**src/rtl/uart_parity_engine.sv**
```systemverilog
// uart_parity_engine: TX parity generation with frame-error injection, RX parity check with saturating error count.
module uart_parity_engine #(
  parameter int DATA_W = 8,
  parameter int CNT_W  = 8,
  parameter int INJ_W  = 4
) (
  input  logic              CLK,
  input  logic              RST,
  input  logic              par_en,
  input  logic [1:0]        par_mode,
  input  logic              tx_load,
  input  logic [DATA_W-1:0] tx_data,
  output logic              tx_par,
  output logic              tx_par_vld,
  input  logic              inj_req,
  input  logic [INJ_W-1:0]  inj_num,
  output logic              inj_busy,
  output logic              inj_done,
  input  logic              rx_valid,
  input  logic [DATA_W-1:0] rx_data,
  input  logic              rx_par,
  output logic              rx_err,
  output logic [CNT_W-1:0]  err_cnt,
  input  logic              cnt_clr
);
  typedef enum logic [1:0] {IDLE, ARMED, FINISH} state_t;
  state_t             state_q, state_d;
  logic [INJ_W-1:0]   rem_q, rem_d;
  logic               tx_par_q, tx_par_d, tx_par_vld_q, tx_par_vld_d;
  logic               inj_busy_q, inj_busy_d, inj_done_q, inj_done_d;
  logic               rx_err_q, rx_err_d;
  logic [CNT_W-1:0]   err_cnt_q, err_cnt_d;
  logic               corrupt;

  function automatic logic par_f(input logic [DATA_W-1:0] d, input logic [1:0] m);
    return m[1] ? ~m[0] : (^d ^ m[0]);
  endfunction

  always_comb begin
    corrupt      = state_q == ARMED && tx_load && par_en;
    tx_par_vld_d = tx_load;
    tx_par_d     = tx_load ? (par_en & (par_f(tx_data, par_mode) ^ corrupt)) : tx_par_q;
    state_d      = state_q;
    rem_d        = rem_q;
    inj_done_d   = 1'b0;
    if (state_q == IDLE && inj_req && inj_num != '0) begin
      state_d = ARMED;
      rem_d   = inj_num;
    end else if (corrupt) begin
      rem_d = rem_q - 1'b1;
      if (rem_q == INJ_W'(1)) begin
        state_d    = FINISH;
        inj_done_d = 1'b1;
      end
    end else if (state_q == FINISH) begin
      state_d = IDLE;
    end
    inj_busy_d = state_d != IDLE;
    // the clear wins over a coincident increment, but the error pulse still fires
    rx_err_d   = rx_valid && par_en && (rx_par != par_f(rx_data, par_mode));
    err_cnt_d  = cnt_clr ? '0 : (rx_err_d && err_cnt_q != '1) ? err_cnt_q + 1'b1 : err_cnt_q;
  end

  always_ff @(posedge CLK or negedge RST) begin
    if (!RST) begin
      state_q      <= IDLE;
      rem_q        <= '0;
      tx_par_q     <= 1'b0;
      tx_par_vld_q <= 1'b0;
      inj_busy_q   <= 1'b0;
      inj_done_q   <= 1'b0;
      rx_err_q     <= 1'b0;
      err_cnt_q    <= '0;
    end else begin
      state_q      <= state_d;
      rem_q        <= rem_d;
      tx_par_q     <= tx_par_d;
      tx_par_vld_q <= tx_par_vld_d;
      inj_busy_q   <= inj_busy_d;
      inj_done_q   <= inj_done_d;
      rx_err_q     <= rx_err_d;
      err_cnt_q    <= err_cnt_d;
    end
  end

  assign tx_par     = tx_par_q;
  assign tx_par_vld = tx_par_vld_q;
  assign inj_busy   = inj_busy_q;
  assign inj_done   = inj_done_q;
  assign rx_err     = rx_err_q;
  assign err_cnt    = err_cnt_q;
endmodule

```
**config.mk**
```make
export PLATFORM = sky130hd
export DESIGN_NAME = uart_parity_engine
export DESIGN_NICKNAME = d
export VERILOG_FILES = /design/src/rtl/uart_parity_engine.sv
export SDC_FILE = /design/constraint.sdc
export NUM_CORES = 1
export LEC_CHECK = 0
export CAP_MARGIN = 10
export CORE_MARGIN = 2
export CORE_UTILIZATION = 46
export DETAILED_ROUTE_END_ITERATION = 8
export HOLD_SLACK_MARGIN = 0.15
export PLACE_DENSITY = 0.88
export SLEW_MARGIN = 20
export SYNTH_ARGS = -nofsm -noshare
export SYNTH_HDL_FRONTEND = slang
export SYNTH_SLANG_ARGS = --single-unit
```
**constraint.sdc**
```tcl
create_clock -name CLK -period 2.6 [get_ports CLK]
set_input_delay 0.39 -clock CLK [delete_from_list [all_inputs] [get_ports CLK]]
set_output_delay 0.39 -clock CLK [all_outputs]
set_load 0.02 [all_outputs]
```
# Word level (Yosys, flattened, before mapping)
# Cells that the tools add are included.
# totals
wordCells	47
regBits	19
output_inout_bits	13
# op_classes
add_sub_neg	2
muxes	13
reduce_logical	14
n_eq_ne	5
bitwise_logic	5
# ops
cell	count
$mux W8	2
$reduce_xor A8 Y1	2
$add A8 B1 Y8 const B	1
$mux W2	4
$mux W4	2
$ne A8 B8 Y1 const B	1
$logic_and A1 B1 Y1	7
$reduce_bool A2 Y1	3
$mux W1	5
$eq A4 B1 Y1 const B	1
$reduce_bool A4 Y1	1
$sub A4 B1 Y4 const B	1
$xor A1 B1 Y1	3
$eq A2 B1 Y1 const B	1
$eq A2 B2 Y1 const B	1
$logic_not A2 Y1	1
$and A1 B1 Y1	1
$ne A1 B1 Y1	1
$not A1 Y1	1

# Longest topological paths before layout
# Gate-level depths: netlist of run 1.
# depth
word_depth	8
mapped_depth	8
mapped_depth_nobuf	7

# Least setup slack after synthesis of run 1
# OpenSTA, ideal clock, no wires.
# synth_path
kind	in2reg
startpoint	input port rx_data[7]
endpoint	register err_cnt_q[7], in the netlist err_cnt[7]
path_stages	8
arrival_ps	1788
setup_ps	128
setup_slack_ps	684
n_path_buf	1
path_cell_list	xor2_1 xnor2_1 xnor2_1 o21a_2 o21ai_2 buf_6 nor4_2 mux2_1
# synth_via
elab_chain_len	7
# synth_lines
item	line_no	source
start: declaration	20	input logic [DATA_W-1:0] rx_data,
$reduce_xor A8 Y1	36	return m[1] ? ~m[0] : (^d ^ m[0]);
$xor A1 B1 Y1	36	
$mux W1	36	
$ne A1 B1 Y1	60	rx_err_d = rx_valid && par_en && (rx_par != par_f(rx_data, par_mode));
$logic_and A1 B1 Y1	60	
$logic_and A1 B1 Y1	61	err_cnt_d = cnt_clr ? '0 : (rx_err_d && err_cnt_q != '1) ? err_cnt_q + 1'b1 : err_cnt_q;
$reduce_bool A2 Y1 (no source line)	-	
end signal: assignment	82	err_cnt_q <= err_cnt_d;
end: declaration	32	logic [CNT_W-1:0] err_cnt_q, err_cnt_d;
# Every way passes these cells.
# A chain may end at the register's enable or synchronous reset.

# Final worst setup path of run 1
# layout_path
startpoint	input port rx_data[6]
endpoint	register err_cnt_q[7], in the netlist err_cnt[7]
# The elaborated chain is that of the path after synthesis.

==> run summary, run 1 <==
MaxCap Viol Count = 0
Static Leak = 0.000629 uW
setup bufs post-CTS = 0
Num CTS Buffers = 3
CTS tree = built
Synth Register Bits = 19
antenna viol nets, final = 0
Synth cell types = 32
Synth Area in Adders = 3.42%
fillcell total = 178
post-route insts no fill = 184
# hold bufs at CTS = 0
Remaining DRCs = 0
die area = 2790 sq um
Slew @ Worst Pin = 0.870 ns
largest area contributor in the netlist = dfrtp_1
Die W = 52.8 microns
final instance area = 1570 sq um
vias in the first global route = 905
Synth top area share = 43.4%
gr usage total = 19.6%
CP Capture Type = register
first-pass GRT wire length = 3.95 mm
initial antenna violation count = 0
diodes inserted = 0
grt total ovfl = 0
compound-gate portion of the synthesized area = 14.4%
WS Path Type = primary input to register
gpl congestion = 0.851
Core ar. = 2230 sq um
Max Clock Skew = 0.0116 ns
worst min path class = register to register
CTS sink cnt = 19
Area contributors post-synth = dfrtp_1, xnor2_1, ha_1
CP arrival = 2.36 ns
Root Driver = clkbuf_4
GR Util met3 = 5.43%
placed cell count = 180
share of cells above drive strength 1 = 5.77%
pin count of the biggest net entering global routing = 20
Seq/Total Area, Yosys = 43.4%
grt peak-use layer = met2
post-detail-place hpwl = 1.95 mm
Avg Inst Size Synth = 9.87 sq um
largest family of logic cells by synthesized area = simple AND/OR/NAND/NOR gates
Pre-antenna DRT Iters = 4
die extent in y = 52.8 microns
I/O Buffers = 42
synth warn = 0
Max Buffers Root-to-Sink = 2
clock-pin transition on the worst setup and hold timing paths = 0.11 ns
Mapped Cells = 111
critical path data required time = 2.79 ns
H-tree levels = 1
multiplexer share of the synthesized area = 2.97%
most frequent cells in the layout = clkdlybuf4s50_1, dfrtp_1, xnor2_1
synthesized net count = 144
Final setup viols = 0
Synth Area in XOR/XNOR = 14.4%
drt initial violations = 15
post-CTS sizing = 0
Pwr Total = 964 uW
final hold vios = 0
Max Slew Vio Count = 0
final worst-path cycle share = 83.3%
maximum VDD drop = 0.000537 V
worst-path fanout max = 12
RSZ-0062 raised after global routing = no
met1 usage = 21.7%
initial core utilization = 49.1%
post-layout util = 70.4%
nets = 190
vias per cell = 5.41
outcome = completed
Final TNS setup = 0 ns
DP Area = 1540 sq um
wire per inst = 13.0 microns
Area Overhead vs Synth = 43.4%
startpoint types = primary input
minimum clock period = 2.17 ns
Synth Area in Simple Gates = 18.4%
Slew headroom = 41.2%
M2 GR Usage = 36.5%
via count = 995
FP Rows = 17
Worst-Skew Late Latency = 0.30 ns
commonest non-fill, non-tap cell in the layout = clkdlybuf4s50_1
Ports = 43
P per Cell Area = 614 nW/um^2
Total Wirelength = 2.40 mm
max frequency = 462 MHz
Post-Syn Area = 1100 sq um
worst max-delay path, cell delays in order:
cell and delay (ns):
clkdlybuf4s50_1 0.47, xor2_1 0.17, xnor2_1 0.15, xnor2_1 0.12, o21a_2 0.22, o21ai_2 0.42, nor4_2 0.10, mux2_1 0.33
stage by stage:
step / hold slack, ns / setup WS, ns
2_1_floorplan: 0.0944 / 0.684
3_3_place_gp: 0.495 / 0.168
3_5_place_dp: 0.502 / 0.113
4_1_cts: 0.546 / 0.449
5_1_grt: 0.558 / 0.274
6_report: 0.545 / 0.434
Yosys cell counts:
library cell and instances:
dfrtp_1 19, xnor2_1 14, nand2_1 9, a21oi_1 7, nand3_1 7, nor2_1 6, o21ai_0 6, inv_1 5
nor2b_1 4, xor2_1 4, ha_1 3, o31ai_1 3, mux2_1 2, nor3b_1 2, or3_1 2, or4_1 2
a2bb2oi_1 1, buf_1 1, buf_6 1, mux2i_1 1, nand2b_1 1, nor3_1 1, nor3_2 1, nor4_2 1
nor4b_1 1, o211a_1 1, o211ai_1 1, o21a_1 1, o21a_2 1, o21ai_2 1, o311a_1 1, o41ai_1 1
sequential cells by signal (all words and copies together), names as in the netlist:
name / cells
inj_done: 1
err_cnt: 8
state_q: 2
rem_q: 4
rx_err: 1
tx_par: 1
tx_par_vld: 1
inj_busy: 1
power by group:
part	internal, uW	total [uW]	switching [uW]	leakage, uW
Sequential	360	420	60.0	0.000246
Combinational	207	397	190	0.000365
Clock	57.3	147	89.7	0.0000177
kinds of logic after synthesis:
logic type	count (synthesis)
simple gates	37
compound gates	24
flops	19
xor+xnor	18
buf+inv	7
mux	3
fa+ha+maj	3
layout make-up:
type	count	area, sq um	share of cell area, %
clock inverter	1	5.00	0.318
clock buffer	3	22.5	1.43
inverter	5	18.8	1.19
sequential	19	475	30.3
timing repair buffer	43	428	27.2
multi-input combinational	85	587	37.3
tap	28	35.0	2.23
per-layer routing:
metal,share of wire (%),wire (microns),up-vias
met1,41,979,480
met4,0,0,0
li1,-,-,484
met2,54,1290,31
met5,0,0,-
met3,5.3,126,0
path summary, 6_finish.rpt:
| path | cells after the start | end | from | slack [ns] |
|---|---|---|---|---|
| max | 8 | err_cnt[7] | rx_data[6] | 0.43 |
| max in group asynchronous | 1 | state_q[0] | RST | 1.53 |
| min reg2reg | 1 | state_q[1] | state_q[1] | 0.54 |
| max reg2reg | 6 | err_cnt[5] | err_cnt[0] | 0.77 |
| min | 1 | state_q[1] | state_q[1] | 0.54 |
| min in group asynchronous | 1 | err_cnt[7] | RST | 0.55 |
Note: power is estimated with default switching activity, not from simulation.
==> inputs of run 2 (changes only) <==
CORE_UTILIZATION = 39   (was 46)
PLACE_DENSITY = 0.8   (was 0.88)
clock period = 1.8 ns   (was 2.6 ns; I/O delays follow)
==> run 2 against run 1 <==
- combinational power is 60% higher
- utilization is 6.1 points lower
- clock power is 50% higher
- register-to-register slack worse by 0.74 ns
- setup slack worse by 0.41 ns
- clock skew is 0.0017 ns lower
- critical path type unchanged
==> run summary, run 2 (synthesis gave the netlist of run 1 again) <==
Total Wirelength = 2.72 mm (+14%)
DP Area = 1610 sq um (+4.5%)
gr usage total = 17.2% (-2.4 points)
commonest non-fill, non-tap cell in the layout = clkdlybuf4s50_1
post-layout util = 64.3% (-6.1 points)
minimum clock period = 1.78 ns
Hold Slack = 0.285 ns (-0.260 ns)
final hold vios = 0 (unchanged)
Remaining DRCs = 0 (unchanged)
first-pass GRT wire length = 4.42 mm (+12%)
startpoint types = primary input
Static Leak = 0.000729 uW (+16%)
Reg2Reg Depth = 6 (unchanged)
maximum VDD drop = 0.000676 V (+26%)
Worst R2R Start = err_cnt[1]
gpl congestion = 0.780 (-8.4%)
via count = 1012 (+1.7%)
Max Clock Skew = 0.00991 ns (-0.00173 ns)
final worst-path cycle share = 98.8%
FP Rows = 19 (+2)
critical path data required time = 1.99 ns (-0.80 ns)
Ports = 43 (unchanged)
Worst-Skew Late Latency = 0.30 ns (about the same)
MaxCap Viol Count = 0 (unchanged)
Area Overhead vs Synth = 59.0%
outcome = completed
initial antenna violation count = 0 (unchanged)
worst-path fanout max = 5 (-7)
die extent in y = 57.0 microns (+8.0%)
Core ar. = 2710 sq um (+21%)
share of cells above drive strength 1 = 18.8% (+13 points)
pin count of the biggest net entering global routing = 20 (unchanged)
worst min path class = primary input to async pin
nets = 199 (+4.7%)
WS Path Type = primary input to register
final instance area = 1740 sq um (+11%)
H-tree levels = 1 (unchanged)
most frequent cells in the layout = clkdlybuf4s50_1, dfrtp_1, nand2_1, buf_4, xnor2_1
max frequency = 562 MHz
initial core utilization = 40.4% (-8.6 points)
CTS tree = built
drt initial violations = 29 (+14)
Max Slew Vio Count = 0 (unchanged)
Slew headroom = 72.2% (+31 points)
# hold bufs at CTS = 0 (unchanged)
wire per inst = 13.9 microns (+6.7%)
vias per cell = 5.16 (-4.5%)
vias in the first global route = 1017 (+12%)
max reg flops = 8 (unchanged)
grt total ovfl = 0 (unchanged)
CP Capture Type = register
CP arrival = 1.97 ns (-0.39 ns)
Max Buffers Root-to-Sink = 2 (unchanged)
placed cell count = 190 (+5.6%)
critical register-to-register path endpoint = err_cnt[7]
Slew @ Worst Pin = 0.411 ns (-0.459 ns)
flop2flop setup slack = 0.03 ns (-0.74 ns)
post-detail-place hpwl = 2.00 mm (+2.7%)
RSZ-0062 raised after global routing = yes
CTS sink cnt = 19 (unchanged)
I/O Buffers = 42 (unchanged)
Die W = 57.0 microns (+8.0%)
Num CTS Buffers = 3 (unchanged)
P per Cell Area = 837 nW/um^2 (+36%)
diodes inserted = 0 (unchanged)
clock-pin transition on the worst setup and hold timing paths = 0.12 ns (about the same)
antenna viol nets, final = 0 (unchanged)
Final setup viols = 0 (unchanged)
Pre-antenna DRT Iters = 4 (unchanged)
die area = 3250 sq um (+17%)
worst setup path startpoint = rx_data[0]
Root Driver = clkbuf_4
post-route insts no fill = 196 (+6.5%)
-- run 2: power by group --
| part | internal [uW] | switching (uW) | total, uW |
|---|---|---|---|
| Sequential | 521 | 83.8 | 604 |
| Combinational | 343 | 292 | 635 |
| Clock | 82.8 | 137 | 220 |
| Total | 947 | 513 | 1460 |
-- run 2: through the flow --
step / worst slack (ns) / power (uW) / setup TNS (ns)
after global placement: -0.420 / 1180 / -3.18
after CTS: 0.00127 / 1440 / 0
after floorplan: 0.00200 / 963 / 0
after detailed placement: -0.507 / 1220 / -3.75
after global routing: -0.0648 / 1570 / -0.211
final: 0.0210 / 1460 / 0
-- run 2: critical path, cell delays in order --
cell and delay (ns):
dlygate4sd2_1 0.25, xnor2_2 0.15, xnor2_2 0.15, xnor2_2 0.15, nor3_2 0.26, o21ai_4 0.13, nor4_4 0.26, mux2_1 0.34
-- run 2: worst max path at each step --
stage,endpoint,cells after the start
after global placement,err_cnt[7],8
final,err_cnt[7],8
after detailed placement,err_cnt[4],9
after global routing,err_cnt[7],8
after CTS,err_cnt[7],8
after floorplan,err_cnt[7],7
-- run 2: final cells by class --
cell class | instances | area, sq um
Clock buffer | 3 | 22.5
Sequential cell | 19 | 478
Inverter | 5 | 18.8
Fill cell | 222 | 967
Tap cell | 31 | 38.8
Timing Repair Buffer | 52 | 502
Multi-Input combinational cell | 85 | 678
Clock inverter | 1 | 5.00
-- run 2: routing by layer --
layer  part of all wire (%)  global-route usage, %  vias up
li1                       -                      -      497
met1                     39                   19.2      479
met2                     54                   32.3       32
met3                    5.4                   5.44        4
met4                    1.7                   2.66        0
met5                      0                      0        -
-- run 2: repair_timing --
action | in CTS | in global routing
setup buffers | 1 | 1
gates cloned | 0 | 0
endpoints found under the setup margin | 8 | 5
pin swaps | 10 | 13
gates resized for setup | 14 | 16
